## src/rtl/mem_release_arbiter.sv

```systemverilog
// Release-time arbiter: each cycle picks one due, enabled FIFO head (round-robin
// or fixed priority), then registers the grant and a one-cycle pop to that FIFO.
module mem_release_arbiter #(
  parameter int NUM_CH = 4,
  parameter int TIME_W = 16,
  parameter int ADDR_W = 32,
  parameter int RAM_AW = 5,
  parameter int CH_W   = $clog2(NUM_CH)
) (
  input  logic                       clk,
  input  logic                       reset,
  input  logic                       stall,
  input  logic                       rr_mode,
  input  logic [NUM_CH-1:0]          ch_enable,
  input  logic [NUM_CH-1:0]          head_valid,
  input  logic [NUM_CH*TIME_W-1:0]   head_time,
  input  logic [NUM_CH*ADDR_W-1:0]   head_addr,
  input  logic [NUM_CH*RAM_AW-1:0]   head_ram_addr,
  input  logic                       out_busy,
  output logic [NUM_CH-1:0]          pop,
  output logic                       grant_valid,
  output logic [CH_W-1:0]            grant_ch,
  output logic [ADDR_W-1:0]          grant_addr,
  output logic [RAM_AW-1:0]          grant_ram_addr,
  output logic [TIME_W-1:0]          count,
  output logic                       late_flag
);

  logic [TIME_W-1:0] count_q, count_d;
  logic [CH_W-1:0]   rr_ptr_q, rr_ptr_d;
  logic [NUM_CH-1:0] pop_q, pop_d;
  logic              grant_valid_q, grant_valid_d;
  logic [CH_W-1:0]   grant_ch_q, grant_ch_d;
  logic [ADDR_W-1:0] grant_addr_q, grant_addr_d;
  logic [RAM_AW-1:0] grant_ram_addr_q, grant_ram_addr_d;
  logic              late_flag_q, late_flag_d;

  logic [TIME_W-1:0] age [NUM_CH];
  logic [NUM_CH-1:0] elig;
  logic              found;
  logic [CH_W-1:0]   sel;
  logic              issue;
  int                idx;

  // Age is modular; its MSB clear means "released within the last half range".
  always_comb begin
    for (int i = 0; i < NUM_CH; i++) begin
      age[i]  = count_q - head_time[i*TIME_W +: TIME_W];
      elig[i] = head_valid[i] & ch_enable[i] & ~pop_q[i] & ~age[i][TIME_W-1];
    end
  end

  always_comb begin
    found = 1'b0;
    sel   = '0;
    idx   = 0;
    for (int j = 0; j < NUM_CH; j++) begin
      if (rr_mode) begin
        idx = int'(rr_ptr_q) + j;
        if (idx >= NUM_CH) idx = idx - NUM_CH;
      end else begin
        idx = j;
      end
      if (!found && elig[idx]) begin
        found = 1'b1;
        sel   = CH_W'(idx);
      end
    end
  end

  always_comb begin
    issue            = ~stall & ~out_busy & found;
    count_d          = stall ? count_q : count_q + 1'b1;
    rr_ptr_d         = rr_ptr_q;
    pop_d            = '0;
    grant_valid_d    = 1'b0;
    grant_ch_d       = grant_ch_q;
    grant_addr_d     = grant_addr_q;
    grant_ram_addr_d = grant_ram_addr_q;
    late_flag_d      = late_flag_q;
    if (issue) begin
      grant_valid_d    = 1'b1;
      pop_d            = NUM_CH'(1) << sel;
      grant_ch_d       = sel;
      grant_addr_d     = head_addr[int'(sel)*ADDR_W +: ADDR_W];
      grant_ram_addr_d = head_ram_addr[int'(sel)*RAM_AW +: RAM_AW];
      late_flag_d      = age[sel][TIME_W-2];
      rr_ptr_d         = (sel == CH_W'(NUM_CH-1)) ? '0 : sel + 1'b1;
    end
  end

  always_ff @(posedge clk) begin
    if (reset) begin
      count_q          <= '0;
      rr_ptr_q         <= '0;
      pop_q            <= '0;
      grant_valid_q    <= 1'b0;
      grant_ch_q       <= '0;
      grant_addr_q     <= '0;
      grant_ram_addr_q <= '0;
      late_flag_q      <= 1'b0;
    end else begin
      count_q          <= count_d;
      rr_ptr_q         <= rr_ptr_d;
      pop_q            <= pop_d;
      grant_valid_q    <= grant_valid_d;
      grant_ch_q       <= grant_ch_d;
      grant_addr_q     <= grant_addr_d;
      grant_ram_addr_q <= grant_ram_addr_d;
      late_flag_q      <= late_flag_d;
    end
  end

  assign pop            = pop_q;
  assign grant_valid    = grant_valid_q;
  assign grant_ch       = grant_ch_q;
  assign grant_addr     = grant_addr_q;
  assign grant_ram_addr = grant_ram_addr_q;
  assign count          = count_q;
  assign late_flag      = late_flag_q;

endmodule

```

## config.mk

```make
export PLATFORM = sky130hd
export DESIGN_NAME = mem_release_arbiter
export DESIGN_NICKNAME = d
export VERILOG_FILES = /design/src/rtl/mem_release_arbiter.sv
export SDC_FILE = /design/constraint.sdc
export NUM_CORES = 1
export LEC_CHECK = 0
export ABC_AREA = 1
export CORE_AREA = 4 4 127 129
export CTS_BUF_LIST = sky130_fd_sc_hd__clkbuf_16
export DETAILED_ROUTE_END_ITERATION = 16
export DIE_AREA = 0 0 131 133
export PLACE_DENSITY = 0.74
export SLEW_MARGIN = 20
export SYNTH_ARGS = -nofsm -noshare
export SYNTH_HDL_FRONTEND = slang
export SYNTH_SLANG_ARGS = --single-unit
```

## constraint.sdc

```tcl
create_clock -name clk -period 6.2 [get_ports clk]
set_input_delay 1.24 -clock clk [delete_from_list [all_inputs] [get_ports clk]]
set_output_delay 1.24 -clock clk [all_outputs]
set_load 0.05 [all_outputs]
```

After elaboration in Yosys (flattened, before gate mapping)
Index checks and enable logic that the tools add are counted.
Word-level totals
  register bits after elaboration: 63
  latch bits: 0
  memory bits (writable): 0
  memory bits (read-only): 0
  output and inout port bits: 61
  logic and storage cells: 101
  memories kept: 0
Operators by class
  add/subtract/negate cells: 13
  $mul: 1
  divide/modulo/power cells: 0
  order comparisons: 9
  equality and inequality tests: 1
  shift-type cells: 3
  multiplexer cells: 33
  bitwise gates (word level): 26
  reductions and logical operators: 7
Operators by type and width (number)
  $mux W32: 8
  $lt A32 B4 Y1 const B: 4
  $shiftx A128 B8 Y32: 1
  $sub A16 B16 Y16: 4
  $bmux W16 S2: 1
  $mux W15: 2
  $shiftx A20 B6 Y5: 1
  $add A16 B1 Y16 const B: 1
  $and A1 B1 Y1: 14
  $mux W1: 13
  $ge A3 B3 Y1 const B: 4
  $sub A3 B3 Y4 const B: 3
  $not A1 Y1: 11
  $mux W2: 5
  $bmux W1 S2: 4
  $add A2 B2 Y3 const B: 2
  $mul A2 B3 Y5 const B: 1
  $shl A1 B2 Y4 const A: 1
  $sub A2 B3 Y4 const B: 1
  $add A2 B1 Y3 const B: 1
  $ge A2 B3 Y1 const B: 1
  $logic_and A1 B1 Y1: 3
  $logic_not A1 Y1: 3
  $not A2 Y3: 1
  other kinds (3): 3

Longest topological paths before layout
Gate-level depths: netlist of run 1.
  depth after elaboration: 20
  mapped depth: 26
  depth with buffers taken out: 24

Least setup slack after synthesis of run 1
Ideal clock, no wire load.
  kind: in2reg
  start: input head_time[62]
  end: register rr_ptr_q[1]
  setup time: 0.117 ns
  data arrival time: 3.467 ns
  path slack: 2.617 ns
  cell stages on the path: 18
  buffers on the path: 1
  cell sequence: inv_1 -> ha_1 -> a21oi_1 -> nand2_1 -> a21oi_1 -> nand2_1 -> nand2_1 -> nand4_2 -> nand3_1 -> nand2_2 -> nand2_1 -> nand2_2 -> nor2_4 -> nand2_4 -> nand2_4 -> buf_2 -> ha_1 -> a22o_1
Between the ends
  cells in the longest elaborated chain, start to end: 18
Ends and longest elaborated chain
  start, declared: RTL line 16  | input logic [NUM_CH*TIME_W-1:0] head_time,
  $sub A16 B16 Y16 (*): RTL line 48  | age[i] = count_q - head_time[i*TIME_W +: TIME_W];
  $not A1 Y1 (*): RTL line 49  | elig[i] = head_valid[i] & ch_enable[i] & ~pop_q[i] & ~age[i][TIME_W-1];
  $and A1 B1 Y1 (*): RTL line 49
  $bmux W1 S2: RTL line 64  | if (!found && elig[idx]) begin
  $mux W1 (not written as such) (2 in a row): RTL line 64
  $mux W1: RTL line 64
  $logic_not A1 Y1: RTL line 64
  $logic_and A1 B1 Y1: RTL line 64
  [... 2 more ...]
  $logic_and A1 B1 Y1: RTL line 64
  $mux W1: RTL line 64
  $logic_not A1 Y1: RTL line 64
  $logic_and A1 B1 Y1: RTL line 64
  $mux W2 (*): RTL line 64
  named net sel[0]: RTL line 41  | logic [CH_W-1:0] sel;
  $add A2 B1 Y2 or $eq A2 B2 Y1 (tied branches): RTL line 88  | rr_ptr_d = (sel == CH_W'(NUM_CH-1)) ? '0 : sel + 1'b1;
  $mux W2 (*): RTL line 88
  end signal, assigned: RTL line 104  | rr_ptr_q <= rr_ptr_d;
  end, declared: RTL line 30  | logic [CH_W-1:0] rr_ptr_q, rr_ptr_d;
Mark *: on every way through the listed nets, which the timed path passes. The rest lies on a longest branch. The select of a mux whose other input is x is not followed.
A chain may end at the register's enable or synchronous reset.

Worst setup path in the final report of run 1
  start: input head_time[62]
  end: register grant_addr_q[26] (netlist: grant_addr[26])
Between the ends
  cells in the longest elaborated chain, start to end: 17
Ends and longest elaborated chain
  $sub A16 B16 Y16 (*): RTL line 48
  $not A1 Y1 (*): RTL line 49
  $and A1 B1 Y1 (*): RTL line 49
  $bmux W1 S2: RTL line 64
  $mux W1 (not written as such) (2 in a row): RTL line 64
  $mux W1: RTL line 64
  $logic_not A1 Y1: RTL line 64
  $logic_and A1 B1 Y1: RTL line 64
  $mux W1: RTL line 64
  $logic_not A1 Y1: RTL line 64
  $logic_and A1 B1 Y1: RTL line 64
  $mux W1: RTL line 64
  $logic_not A1 Y1: RTL line 64
  $logic_and A1 B1 Y1: RTL line 64
  $mux W2 or $mux W1 (tied branches): RTL line 64
  $shiftx A128 B8 Y32 or $and A1 B1 Y1 (tied branches): RTL line 85, 72
  end signal, assigned: RTL line 108  | grant_addr_q <= grant_addr_d;
  end, declared: RTL line 34  | logic [ADDR_W-1:0] grant_addr_q, grant_addr_d;
Mark *: on every way between the ends. The rest lies on a longest branch, timed or not. The select of a mux whose other input is x is not followed.

==> results of run 1 <==
synth_stat cells, drive strengths merged, types with 2 or more instances:
cell type,n,share of area
dfxtp,63,0.21
a21boi,3,0.0038
buf,31,0.038
and3,2,0.0021
nor3,7,0.0059
xnor2,2,0.0030
nor2,34,0.024
a21oi,38,0.032
o21ai,21,0.018
clkbuf,7,0.0045
nand3,141,0.12
inv,122,0.078
nand4,16,0.022
nand2,424,0.28
a211oi,3,0.0038
ha,58,0.12
xor2,8,0.012
nor3b,3,0.0055
per-stage QoR:
step           instance area (um^2)  hold WS, ns
3_3_place_gp                   8767       0.4470
2_1_floorplan                  5897       0.4603
3_5_place_dp                   8767       0.4494
6_report                       9055       0.4567
5_1_grt                        9055       0.4874
4_1_cts                        9055       0.4590
path summary, 6_finish.rpt:
| path | from | endpoint | slack, ns | depth (start not counted) |
|---|---|---|---|---|
| max | head_time[62] | grant_addr[26]$_SDFFE_PP0P_ | 1.68 | 20 |
| min | grant_ch[1]$_SDFFE_PP0P_ | grant_ch[1]$_SDFFE_PP0P_ | 0.46 | 2 |
| max reg2reg | count[10]$_SDFFE_PP0N_ | grant_addr[26]$_SDFFE_PP0P_ | 2.51 | 18 |
| min reg2reg | grant_ch[1]$_SDFFE_PP0P_ | grant_ch[1]$_SDFFE_PP0P_ | 0.46 | 2 |
state kept, by name, indices dropped and copies added (netlist names):
| name | cells |
|---|---|
| count | 16 |
| grant_addr | 32 |
| grant_ch | 2 |
| grant_ram_addr | 5 |
| grant_valid | 1 |
| late_flag | 1 |
| pop | 4 |
| rr_ptr_q | 2 |
cell families after synthesis:
group	count (synthesis)
simple gates	628
buf+inv	161
xor+xnor	10
fa+ha+maj	58
flops	63
compound gates	68
power by group through the flow:
stage / Sequential, uW / Clock (uW) / Combinational (uW)
4_1_cts: 461 / 501 / 797
5_1_grt: 465 / 519 / 868
2_1_floorplan: 573 / 0 / 412
3_3_place_gp: 468 / 0 / 789
6_report: 461 / 493 / 793
3_5_place_dp: 468 / 0 / 794
tightest hold or removal path: cells and delay by family, from the launching register on:
kind	cells	cell delay [ns]
flops	1	0.31
simple gates	2	0.10
layout make-up:
type | instances | area share
Clock buffer | 9 | 0.02487
Clock inverter | 6 | 0.006909
Inverter | 123 | 0.05099
Multi-Input combinational cell | 764 | 0.4336
Sequential cell | 63 | 0.1393
Tap cell | 188 | 0.02598
Timing Repair Buffer | 289 | 0.3184
metal layers:
metal,vias to the layer above,wire length [um],track usage
li1,3672,-,-
met1,3073,8542,0.2828
met2,263,10310,0.3990
met3,30,1637,0.05531
met4,0,397,0.05200
met5,-,0,0
==> flow_metrics.env, run 1 <==
export IMPL_min_path_type="register to register"
export IMPL_ys_warnings_count=0
export IMPL_period_needed_ns=4.519
export IMPL_drive_gt1_frac=0.04306
export IMPL_crit_slowest_cell="clkinv_1"
export IMPL_synth_fa_ha_area_frac=0.1231
export IMPL_cts_buffers=9
export IMPL_grt_ovfl_total=0
export IMPL_grt_pass1_wl_um=32090
export IMPL_finClkSkew_ns=0.01046
export IMPL_portBuffers=285
export IMPL_synth_edf_count=0
export IMPL_antenna_found_initial=0
export IMPL_std_cell_rows=45
export IMPL_synth_xor_area_frac=0.01485
export IMPL_total_power_uw=1746
export IMPL_path_buf_inv=5
export IMPL_path_class="input port to register"
export IMPL_final_common_cell="nand2_1"
export IMPL_multiInputGateArea_um2=3926
export IMPL_power_frac_seq=0.264
export IMPL_drv_slew=0
export IMPL_arrival_ns=4.73
export IMPL_synth_compound_area_frac=0.06196
export IMPL_numClockSinks=63
export IMPL_fp_dieArea_um2=17420
export IMPL_cts_setup_buffers=0
export IMPL_combinationalPowerShare=0.454
export IMPL_fin_ws_ns=1.681
export IMPL_yosys_area_share_simple=0.4659
export IMPL_cts_buffer_depth=2
export IMPL_diodes=0
export IMPL_track_usage=0.2294
export IMPL_io_pins=286
export IMPL_yosys_most_used_dff="dfxtp_1"
export IMPL_coreArea_um2=15030
export IMPL_setup_viol=0
export IMPL_status="finished, final reports clean"
export IMPL_pre_cts_slack_ns=1.347
export IMPL_ant_nets=0
export IMPL_ys_types=35
export IMPL_seqCellArea_um2=1261
export IMPL_p_per_area_nw_per_um2=192.9
export IMPL_final_util=0.6023
export IMPL_cp_max_fo=31
export IMPL_muxShareOfSynthArea=0
export IMPL_drc=0
export IMPL_worstSetupStartpointType="input port"
export IMPL_slew_headroom=0.3320
export IMPL_rsz0062_at_grt="no"
export IMPL_syn_area_per_cell_um2=5.969
export IMPL_ir_drop_uv=157.7
export IMPL_finalCritPeriodShare=0.7288
export IMPL_dp_cells=1427
export IMPL_fp_dieW_um=131
export IMPL_synth_top_family_by_area="simple AND/OR/NAND/NOR gates"
export IMPL_htree_levels=3
export IMPL_die_h_um=133
export IMPL_gp_congestion=0.8642
export IMPL_fillCellCount=1430
export IMPL_cts_root_buffer="clkbuf_16"
export IMPL_synthCells=988
export IMPL_cellLeakagePower_uw=0.004574
export IMPL_final_nets=1533
export IMPL_synthArstFlopShare=0
export IMPL_via_per_inst=4.881
export IMPL_synth_seq_cells=63
export IMPL_slowest_delay_ns=0.75
export IMPL_cp_cell_sequence="clkdlybuf4s50_1 -> inv_1 -> ha_1 -> nand2_1 -> inv_1 -> nand2_1 -> nand2_1 -> a21oi_1 -> nand2_1 -> nand2_1 -> nand4_1 -> nand3_1 -> nand2_1 -> nand4_4 -> nand2_1 -> nand2_1 -> clkinv_1 -> buf_4 -> nand2_1 -> nand3_1"
export IMPL_switchingPower_uw=683.7
export IMPL_drt_wl_total_um=20890
export IMPL_drv_cap=0
export IMPL_setup_tns_ns=0
export IMPL_synthesis_nets=1271
export IMPL_mostFrequentLayoutCells="nand2_1 (405), clkdlybuf4s50_1 (285), nand3_1 (137)"
export IMPL_hold_viol=0
export IMPL_vias=7038
export IMPL_clk_latency_ns=0.33
export IMPL_dr_pass1_iters=6
export IMPL_wl_per_cell_um=14.48
export IMPL_drtIter0Drc=468
export IMPL_stdcell_count=1442
export IMPL_grt_pass1_vias=6496
export IMPL_clock_fmax_mhz=221.3
export IMPL_required_ns=6.41
export IMPL_ctsResizeCount=0
export IMPL_cpMostUsedCell="nand2_1"
export IMPL_hold_buffers=0
export IMPL_tightest_slew_ns=0.9997
export IMPL_cts_tree="done"
export IMPL_ys_seq_area_frac=0.2139
export IMPL_cp_top_family="buffers and inverters"
export IMPL_area_growth_pct=53.55
export IMPL_initial_core_util=0.3923
export IMPL_clk_pin_slew_ns=0.06
export IMPL_grt_max_degree=80
export IMPL_switching_share=0.3915
export IMPL_synth_area_um2=5897
export IMPL_dpl_hpwl_um=16450
export IMPL_internal_power_uw=1063
export IMPL_clock_power_share=0.282
export IMPL_endpoint_kind="register"
No activity file was read; power rests on OpenSTA's default activity.
==> inputs of run 2 (changes only) <==
--- a/config.mk
+++ b/config.mk
@@ -6,10 +6,10 @@
 export NUM_CORES = 1
 export LEC_CHECK = 0
 export ABC_AREA = 1
-export CORE_AREA = 4 4 127 129
+export CORE_AREA = 4 4 130 132
 export CTS_BUF_LIST = sky130_fd_sc_hd__clkbuf_16
 export DETAILED_ROUTE_END_ITERATION = 16
-export DIE_AREA = 0 0 131 133
+export DIE_AREA = 0 0 134 136
 export PLACE_DENSITY = 0.74
 export SLEW_MARGIN = 20
 export SYNTH_ARGS = -nofsm -noshare
==> constraint.sdc (replaced) <==
create_clock -name clk -period 3.7 [get_ports clk]
set_input_delay 0.74 -clock clk [delete_from_list [all_inputs] [get_ports clk]]
set_output_delay 0.74 -clock clk [all_outputs]
set_load 0.05 [all_outputs]
==> run 2 against run 1 <==
Against the previous run: register-to-register slack worse by 1.9 ns; clock power up 85%; utilization down 0.89 points; critical endpoint is now grant_addr[3]$_SDFFE_PP0P_; count of clock-buffer cells in the layout unchanged; worst setup slack worse by 1.4 ns; highest routed layer unchanged; cell area up 3.0%; global-route usage down 0.74 points; via count down 0.44%; critical path depth up 1.
==> flow_metrics.env, run 2 (same netlist as run 1, synthesis figures left out) <==
export IMPL_finalCritPeriodShare=0.9233
export IMPL_gp_congestion=0.9133
export IMPL_portBuffers=285
export IMPL_seqCellArea_um2=1261
export IMPL_cpMostUsedCell="nand2_1"
export IMPL_vias=7007
export IMPL_cts_buffer_depth=2
export IMPL_drv_cap=0
export IMPL_p_per_area_nw_per_um2=330.1
export IMPL_dpl_hpwl_um=17010
export IMPL_fp_dieArea_um2=18220
export IMPL_wl_per_cell_um=14.21
export IMPL_slowest_delay_ns=0.46
export IMPL_ctsResizeCount=0
export IMPL_period_needed_ns=3.416
export IMPL_final_nets=1549
export IMPL_multiInputGateArea_um2=3926
export IMPL_cts_tree="done"
export IMPL_endpoint_kind="register"
export IMPL_path_class="input port to register"
export IMPL_dr_pass1_iters=5
export IMPL_grt_pass1_vias=6610
export IMPL_std_cell_rows=46
export IMPL_die_h_um=136
export IMPL_setup_viol=0
export IMPL_htree_levels=3
export IMPL_ant_nets=0
export IMPL_pre_cts_slack_ns=-0.03907
export IMPL_clock_fmax_mhz=292.7
export IMPL_arrival_ns=3.69
export IMPL_io_pins=286
export IMPL_drc=0
export IMPL_cts_root_buffer="clkbuf_16"
export IMPL_fin_ws_ns=0.2839
export IMPL_drt_wl_total_um=21140
export IMPL_min_path_type="register to register"
export IMPL_final_util=0.5934
export IMPL_drv_slew=0
export IMPL_cp_top_family="simple AND/OR/NAND/NOR gates"
export IMPL_fin_area_um2=9324
export IMPL_clk_pin_slew_ns=0.05
export IMPL_fp_dieW_um=134
export IMPL_holdWs_ns=0.4694
export IMPL_rsz0062_at_grt="no"
export IMPL_mostFrequentLayoutCells="nand2_1 (405), clkdlybuf4s50_1 (285), nand3_1 (137)"
export IMPL_finClkSkew_ns=0.01199
export IMPL_placed_cell_area_um2=9010
export IMPL_antenna_found_initial=0
export IMPL_required_ns=3.97
export IMPL_hold_buffers=0
export IMPL_slew_headroom=0.5963
export IMPL_ir_drop_uv=225.4
export IMPL_area_growth_pct=58.12
export IMPL_track_usage=0.2220
export IMPL_cp_max_fo=42
export IMPL_grt_ovfl_total=0
export IMPL_setup_tns_ns=0
export IMPL_final_common_cell="nand2_1"
export IMPL_diodes=0
export IMPL_largest_reg_flops=32
export IMPL_coreArea_um2=15710
export IMPL_drive_gt1_frac=0.05586
export IMPL_worstSetupStartpointType="input port"
export IMPL_path_buf_inv=3
export IMPL_tightest_slew_ns=0.6037
export IMPL_drtIter0Drc=462
export IMPL_status="finished, final reports clean"
export IMPL_cellLeakagePower_uw=0.004696
export IMPL_cts_buffers=9
export IMPL_hold_viol=0
export IMPL_grt_max_degree=72
export IMPL_cp_cell_sequence="clkdlybuf4s50_1 -> inv_1 -> ha_1 -> a21oi_1 -> nand2_1 -> nand2_1 -> nand2_1 -> nand2_1 -> nand2_1 -> nand2_1 -> nand4_2 -> nand3_1 -> nand2_2 -> nand2_1 -> nand2_2 -> nand2_4 -> buf_4 -> nand3_1 -> nand2_1 -> nand2_1 -> nand3_1"
export IMPL_via_per_inst=4.712
export IMPL_initial_core_util=0.3753
export IMPL_fillCellCount=1517
export IMPL_clk_latency_ns=0.34
export IMPL_grt_pass1_wl_um=32340
export IMPL_crit_slowest_cell="clkdlybuf4s50_1"
export IMPL_cts_setup_buffers=0
export IMPL_numClockSinks=63
## run 2: worst min-delay path: stages, from the launching register on
cell and delay [ns]:
dfxtp_1 0.32, nand2_1 0.05, nand3_1 0.06
## run 2: path summary, 6_finish.rpt
path,slack [ns],end,start,depth (start not counted)
min,0.47,grant_addr[4]$_SDFFE_PP0P_,grant_addr[4]$_SDFFE_PP0P_,2
max,0.28,grant_addr[3]$_SDFFE_PP0P_,head_time[50],21
max reg2reg,0.65,grant_addr[3]$_SDFFE_PP0P_,count[10]$_SDFFE_PP0N_,18
min reg2reg,0.47,grant_addr[4]$_SDFFE_PP0P_,grant_addr[4]$_SDFFE_PP0P_,2
## run 2: cell type report
class                      instances  area share
clock buffer                       9     0.02415
clock inverter                     7    0.009528
inverter                         123     0.04952
multi-input combinational        764      0.4211
sequential                        63      0.1353
tap                              216     0.02899
timing repair buffer             305      0.3315
## run 2: metrics by stage
stage | power, uW | cells
2_1_floorplan | 1651 | 988
3_3_place_gp | 2173 | 1471
3_5_place_dp | 2178 | 1471
4_1_cts | 3101 | 1487
5_1_grt | 3265 | 1487
6_report | 3078 | 1487
## run 2: report_power, final
part	leakage (uW)	switching [uW]	internal [uW]
Sequential	0.000511	34.5	735
Clock	0.000153	326	585
Combinational	0.00403	807	591
Total	0.00470	1170	1910
## run 2: routing by layer
layer / routed length (um) / part of all wire / track usage / up-vias
met4: 554 / 0.026 / 0.07886 / 0
met2: 10190 / 0.48 / 0.3871 / 252
li1: - / - / - / 3710
met1: 8639 / 0.41 / 0.2601 / 3008
met3: 1754 / 0.083 / 0.06403 / 37
met5: 0 / 0 / 0 / -
==> inputs of run 3 (changes only) <==
--- a/config.mk
+++ b/config.mk
@@ -6,11 +6,12 @@
 export NUM_CORES = 1
 export LEC_CHECK = 0
 export ABC_AREA = 1
-export CORE_AREA = 4 4 130 132
+export CORE_AREA = 4 4 127 129
 export CTS_BUF_LIST = sky130_fd_sc_hd__clkbuf_16
 export DETAILED_ROUTE_END_ITERATION = 16
-export DIE_AREA = 0 0 134 136
-export PLACE_DENSITY = 0.74
+export DIE_AREA = 0 0 131 133
+export DONT_BUFFER_PORTS = 1
+export PLACE_DENSITY = 0.62
 export SLEW_MARGIN = 20
 export SYNTH_ARGS = -nofsm -noshare
 export SYNTH_HDL_FRONTEND = slang
==> run 3 against run 2 <==
Against the previous run: cell area shrank 32%; worst hold slack gained 0.0037 ns; wire length shrank 15%; count of clock-buffer cells in the layout is the same; combinational power shrank 41%; critical path depth is the same; sequential power grew 25%; critical path type is now register to register.
==> flow_metrics.env, run 3 (same netlist as run 1, synthesis figures left out) <==
export IMPL_largest_reg_flops=32
export IMPL_power_frac_seq=0.378
export IMPL_tightest_slew_ns=0.7747
export IMPL_die_h_um=133
export IMPL_gp_congestion=0.8623
export IMPL_finClkSkew_ns=0.008190
export IMPL_met3_usage=0.05127
export IMPL_cts_root_buffer="clkbuf_16"
export IMPL_required_ns=3.97
export IMPL_via_per_inst=5.195
export IMPL_holdWs_ns=0.4732
export IMPL_drc=0
export IMPL_path_class="register to register"
export IMPL_p_per_area_nw_per_um2=397.8
export IMPL_internal_power_uw=1445
export IMPL_drive_gt1_frac=0.07475
export IMPL_drtIter0Drc=411
export IMPL_portBuffers=0
export IMPL_setup_viol=0
export IMPL_track_usage=0.1980
export IMPL_cts_buffer_depth=2
export IMPL_worstReg2RegStart="count[10]$_SDFFE_PP0N_"
export IMPL_clock_power_share=0.294
export IMPL_drv_slew=0
export IMPL_vias=6120
export IMPL_final_nets=1270
export IMPL_dpl_hpwl_um=14160
export IMPL_final_common_cell="nand2_1"
export IMPL_initial_core_util=0.3923
export IMPL_stdcell_count=1178
export IMPL_fin_ws_ns=0.5320
export IMPL_grt_max_degree=54
export IMPL_std_cell_rows=45
export IMPL_ant_nets=0
export IMPL_arrival_ns=3.44
export IMPL_io_pins=286
export IMPL_worstHoldStart="reset"
export IMPL_grt_pass1_wl_um=27500
export IMPL_combinationalPowerShare=0.327
export IMPL_endpoint_kind="register"
export IMPL_dr_pass1_iters=5
export IMPL_worstSetupStartpointType="register"
export IMPL_fp_dieW_um=131
export IMPL_finalCritPeriodShare=0.8562
export IMPL_clk_pin_slew_ns=0.06
export IMPL_drv_cap=0
export IMPL_ctsResizeCount=0
export IMPL_hold_buffers=0
export IMPL_grt_pass1_vias=5554
export IMPL_switching_share=0.4296
export IMPL_hold_viol=0
export IMPL_diodes=0
export IMPL_switchingPower_uw=1089
export IMPL_slew_headroom=0.4828
export IMPL_status="finished, final reports clean"
export IMPL_wl_per_cell_um=15.28
export IMPL_cp_max_fo=17
export IMPL_ir_drop_uv=178.6
export IMPL_grt_ovfl_total=0
export IMPL_dp_cells=1164
export IMPL_period_needed_ns=3.168
export IMPL_startpoint="count[10]$_SDFFE_PP0N_"
export IMPL_grt_met2_usage=0.3406
export IMPL_placed_cell_area_um2=6117
export IMPL_min_path_type="input port to register"
export IMPL_clock_fmax_mhz=315.7
export IMPL_fillCellCount=1636
export IMPL_pre_cts_slack_ns=0.3409
export IMPL_drt_wl_total_um=18000
export IMPL_fp_dieArea_um2=17420
export IMPL_top_usage_layer="met2"
export IMPL_cts_setup_buffers=0
export IMPL_numClockSinks=63
export IMPL_rsz0062_at_grt="no"
export IMPL_setup_tns_ns=0
export IMPL_cts_tree="done"
export IMPL_htree_levels=3
export IMPL_grt_util_met1=0.2430
export IMPL_clk_latency_ns=0.33
export IMPL_area_growth_pct=8.020
export IMPL_coreArea_um2=15030
export IMPL_antenna_found_initial=0
export IMPL_fin_area_um2=6370
export IMPL_cellLeakagePower_uw=0.003597
export IMPL_mostFrequentLayoutCells="nand2_1 (405), nand3_1 (137), inv_1 (116)"
export IMPL_cts_buffers=9
[run 3: changes by cell type in the layout (fill, tap and decap cells not counted), sizes merged]
cell / delta
bufinv: -2
clkinv: +1
buf: +6
inv: -1
clkdlybuf4s50: -285
[run 3: final cells by class]
type,instances,area (um^2),area share
tap,188,235.2,0.03693
clock buffer,9,225.2,0.03536
inverter,123,461.7,0.07248
multi-input combinational,764,3926,0.6164
clock inverter,5,27.53,0.004321
sequential,63,1261,0.1980
timing repair buffer,26,232.7,0.03654
[run 3: worst max-delay path, cell delays in order (launching register included)]
cell and delay (ns):
dfxtp_1 0.58, ha_1 0.34, nand2_1 0.11, inv_1 0.04
nand2_1 0.06, nand2_1 0.05, a21oi_1 0.23, nand2_1 0.08
nand2_1 0.10, nand4_1 0.12, nand3_1 0.13, nand2_2 0.10
nand2_1 0.10, nand2_2 0.09, nor2_4 0.11, nand2_4 0.06
nand2_4 0.20, buf_4 0.26, nand2_1 0.08, nand2_1 0.10
nand2_1 0.09, nand3_1 0.09
[run 3: worst paths after layout]
path                                    end  cells past startpoint  slack, ns
min reg2reg        rr_ptr_q[0]$_SDFFE_PP0P_                      2       0.50
max          grant_ram_addr[0]$_SDFFE_PP0P_                     21       0.53
min                   count[5]$_SDFFE_PP0N_                      1       0.47
max reg2reg  grant_ram_addr[0]$_SDFFE_PP0P_                     21       0.53
[run 3: metal layers]
metal / up-vias / part of all wire / wire length, um
li1: 3145 / - / -
met1: 2699 / 0.41 / 7457
met2: 251 / 0.50 / 8916
met3: 25 / 0.075 / 1347
met4: 0 / 0.015 / 277
met5: - / 0 / 0
[run 3: per-stage QoR]
step                utilization  power (uW)
finish                   0.4237        2534
CTS                      0.4237        2553
floorplan                     -        1651
global route             0.4237        2715
detailed placement       0.4069        1799
global placement         0.4069        1803
[run 3: power by group through the flow]
stage / clock network (uW) / registers (uW) / logic [uW]
3_5_place_dp: 0 / 973 / 827
4_1_cts: 763 / 960 / 831
3_3_place_gp: 0 / 975 / 827
5_1_grt: 789 / 965 / 961
2_1_floorplan: 0 / 961 / 691
6_report: 746 / 958 / 830
==> edit 1 (config.mk and constraints of run 2) <==
Reset style: asynchronous (`reset`), changed in one clocked block.
--- a/src/rtl/mem_release_arbiter.sv
+++ b/src/rtl/mem_release_arbiter.sv
@@ -89,7 +89,7 @@
     end
   end
 
-  always_ff @(posedge clk) begin
+  always_ff @(posedge clk or posedge reset) begin
     if (reset) begin
       count_q          <= '0;
       rr_ptr_q         <= '0;
Check against the original RTL: differs if reset is asserted again (counterexample within 4 cycles, from zero or initial values and one cycle with reset high); with reset held inactive, the same outputs for 4 cycles.
==> edit 1 against run 2 <==
- sequential share of layout area up 2.4 points
- setup slack worse by 0.049 ns
- worst hold slack better by 0.0080 ns
- sequential cell count unchanged
- first-iteration DRC count down 39%
- wire length down 1.9%
- synthesized area up 7.4%
- final area up 6.0%
- critical path depth down 1
- largest cell class unchanged
- highest routed layer unchanged
Power is not compared: it rests on default switching activity, and its combinational part moved more than twofold at a synthesized area within 25%.
==> edit 1: results (changes against run 2) <==
| Metric | Value |
|---|---|
| Outcome | `complete, no violations` |
| Comb_multi_in | `703 (-8.0%)` |
| M1 WL | `8523 µm (-1.3%)` |
| Cell Area, Placed | `9523 µm² (+5.7%)` |
| Grt met1 use | `0.2542 (-0.005969)` |
| Flop-to-flop setup slack | `0.56 ns (-0.09 ns)` |
| Mapped cell area | `6331 µm² (+7.4%)` |
| Layout cells sized above 1 | `0.07252 (+0.01666)` |
| Final net count | `1593 (+2.8%)` |
| CP arrival | `3.67 ns (-0.02 ns)` |
| GR Layer Usage met3 | `0.05329 (-0.01073)` |
| Placer Congestion | `0.8897 (-2.6%)` |
| Final clock-cell share | `0.02812 (-0.005567)` |
| Syn_area_per_cell | `6.244 µm² (+4.6%)` |
| Vias | `7084 (+1.1%)` |
| R2R Path Start | `count[10]$_DFFE_PP0N_` |
| Routing usage on met2 | `0.3914 (+0.004211)` |
| Fill cells | `1472 (-3.0%)` |
| Distinct cells, synth | `32 (-8.6%)` |
| Signal buffers | `314 (+3.0%)` |
| Top area cells in the synthesized netlist | `dfrtp_1, nand2_1, inv_1, ha_1, nand3_1` |
| Pin count of the biggest net entering global routing | `43 (-40%)` |
| Multi-input gate share of total cell area | `0.3840 (-0.03710)` |
| Crit. Startpoint | `head_time[62]` |
| Pre-CTS setup slack | `-0.1644 ns (-0.1254 ns)` |
| Routed wl met2 | `10240 µm (+0.55%)` |
| Final wirelength | `20740 µm (-1.9%)` |
| Post-route insts no fill | `1526 (+2.6%)` |
| Post-synthesis net count | `1300 (+2.3%)` |
| GR Util All Layers | `0.2183 (-0.003732)` |
| First-pass GRT wire length | `32000 µm (-1.0%)` |
| Inverters | `216 (+76%)` |
| Sequential fraction of the synthesis area | `0.2490 (+0.03514)` |
[edit 1: cell types whose count changed after synthesis, moves of 7 or more]
cell	change
nand2_1	-77
a21oi_1	-10
or2_0	+10
inv_1	+99
xnor2_1	+7
dfrtp_1	+63
o21ai_0	-10
buf_2	-7
or2_2	+29
nand2_2	-11
dfxtp_1	-63
[edit 1: worst paths after layout]
path | endpoint | depth (start not counted)
max | grant_ram_addr[4]$_DFFE_PP0P_ | 20
min | grant_addr[15]$_DFFE_PP0P_ | 2
max reg2reg | grant_ram_addr[4]$_DFFE_PP0P_ | 20
min reg2reg | grant_addr[15]$_DFFE_PP0P_ | 2
max in group asynchronous | grant_addr[15]$_DFFE_PP0P_ | 3
min in group asynchronous | grant_ram_addr[3]$_DFFE_PP0P_ | 2
[edit 1: cell families after synthesis]
kind of cell / Yosys count / share of synthesized area
fa+ha+maj: 61 / 0.1206
xor+xnor: 23 / 0.03182
compound gates: 51 / 0.04743
flops: 63 / 0.2490
simple gates: 567 / 0.3901
buf+inv: 249 / 0.1611
==> edit 2 (settings of run 2) <==
Without the edit above. `grant_addr_q` no longer has a reset.
--- a/src/rtl/mem_release_arbiter.sv
+++ b/src/rtl/mem_release_arbiter.sv
@@ -96,7 +96,6 @@
       pop_q            <= '0;
       grant_valid_q    <= 1'b0;
       grant_ch_q       <= '0;
-      grant_addr_q     <= '0;
       grant_ram_addr_q <= '0;
       late_flag_q      <= 1'b0;
     end else begin
@@ -105,10 +104,13 @@
       pop_q            <= pop_d;
       grant_valid_q    <= grant_valid_d;
       grant_ch_q       <= grant_ch_d;
-      grant_addr_q     <= grant_addr_d;
       grant_ram_addr_q <= grant_ram_addr_d;
       late_flag_q      <= late_flag_d;
     end
+  end
+
+  always_ff @(posedge clk) begin
+    grant_addr_q <= grant_addr_d;
   end
 
   assign pop            = pop_q;
Check against the original RTL: not equivalent (Yosys sat finds a counterexample within 4 cycles, from zero or initial values and one cycle with reset high).
==> edit 2 against run 2 <==
- power increased by 32%
- sequential cell count unchanged
- wire length increased by 2.4%
- setup slack got worse by 0.13 ns
- fmax decreased by 3.6%
- critical endpoint is now grant_addr[11]$_DFFE_PP_
- synthesized area decreased by 0.98%
- final area increased by 4.8%
- first-iteration DRC count decreased by 13%
==> edit 2: results (changes against run 2) <==
| Metric | Value |
|---|---|
| Outcome | `complete, no violations` |
| Slew @ Worst Pin | `0.5826 ns (-0.02107 ns)` |
| Signal buffers | `347 (+14%)` |
| Placed cell count | `1384 (-5.9%)` |
| Post-synthesis net count | `1136 (-11%)` |
| Vias | `6694 (-4.5%)` |
| Drt initial violations | `402 (-13%)` |
| Flop-to-flop setup slack | `0.55 ns (-0.10 ns)` |
| Distinct cells, synth | `38 (+8.6%)` |
| Routed wl met2 | `10610 µm (+4.1%)` |
| Top area cells in the synthesized netlist | `edfxtp_1, nand2_1, ha_1, dfxtp_1, inv_1` |
| Final clock-cell share | `0.03074 (-0.002945)` |
| Hold Slack | `0.4474 ns (-0.02199 ns)` |
| Grt met1 use | `0.2864 (+0.02625)` |
| Pin count of the biggest net entering global routing | `57 (-21%)` |
| Clock buffers | `10 (+1)` |
| Total Power | `4071 µW (+32%)` |
| Worst r2r dst | `grant_addr[11]$_DFFE_PP_` |
| Worst vdd ir | `0.3241 mV (+44%)` |
| Critical path peak fanout | `12 (-71%)` |
| Hold Path Sink | `grant_ch[1]$_SDFFE_PP0P_` |
| Pre-CTS setup slack | `-0.2266 ns (-0.1875 ns)` |
| Seq/total area | `0.1619 (+0.02662)` |
| Area of the multi-input gates | `3568 µm² (-9.1%)` |
| Placer Congestion | `0.9073 (-0.66%)` |
| Crit. Startpoint | `head_time[13]` |
| Final HPWL DP | `17470 µm (+2.7%)` |
| Syn_area_per_cell | `6.846 µm² (+15%)` |
| Xor and xnor area share after synthesis | `0.01500 (+0.0001464)` |
| Reg2Reg Depth | `19 (+1)` |
| CP arrival | `3.62 ns (-0.07 ns)` |
| Critical hold path startpoint | `grant_ch[1]$_SDFFE_PP0P_` |
edit 2: cell types whose count changed after synthesis, sizes merged, moves of 37 or more:
cell   delta
inv      +38
nand2   -190
o21ai    +63
nand3    -98
nor2     +37
edit 2: repair_timing:
action                     in CTS  in global routing
setup buffers                   0                  6
hold buffers                    0                  0
gates resized for setup         0                 36
setup endpoints to repair       0                 46
edit 2: worst max-delay path by stage:
stage               cells after the start  slack, ns                        to
floorplan                              18       0.34         pop[2]$_SDFF_PP0_
global placement                       19      -0.22  grant_addr[22]$_DFFE_PP_
detailed placement                     22      -0.23   grant_addr[4]$_DFFE_PP_
CTS                                    19       0.12  grant_addr[21]$_DFFE_PP_
global route                           22      -0.10  grant_addr[12]$_DFFE_PP_
finish                                 20       0.16  grant_addr[11]$_DFFE_PP_
edit 2: cells by family after synthesis:
| family | count (synthesis) |
|---|---|
| adders and majority gates | 58 |
| xor gates and xnor gates | 10 |
| and+or+nand+nor | 373 |
| AOI/OAI and AO/OA | 164 |
| buffers and inverters | 185 |
| DFF | 63 |
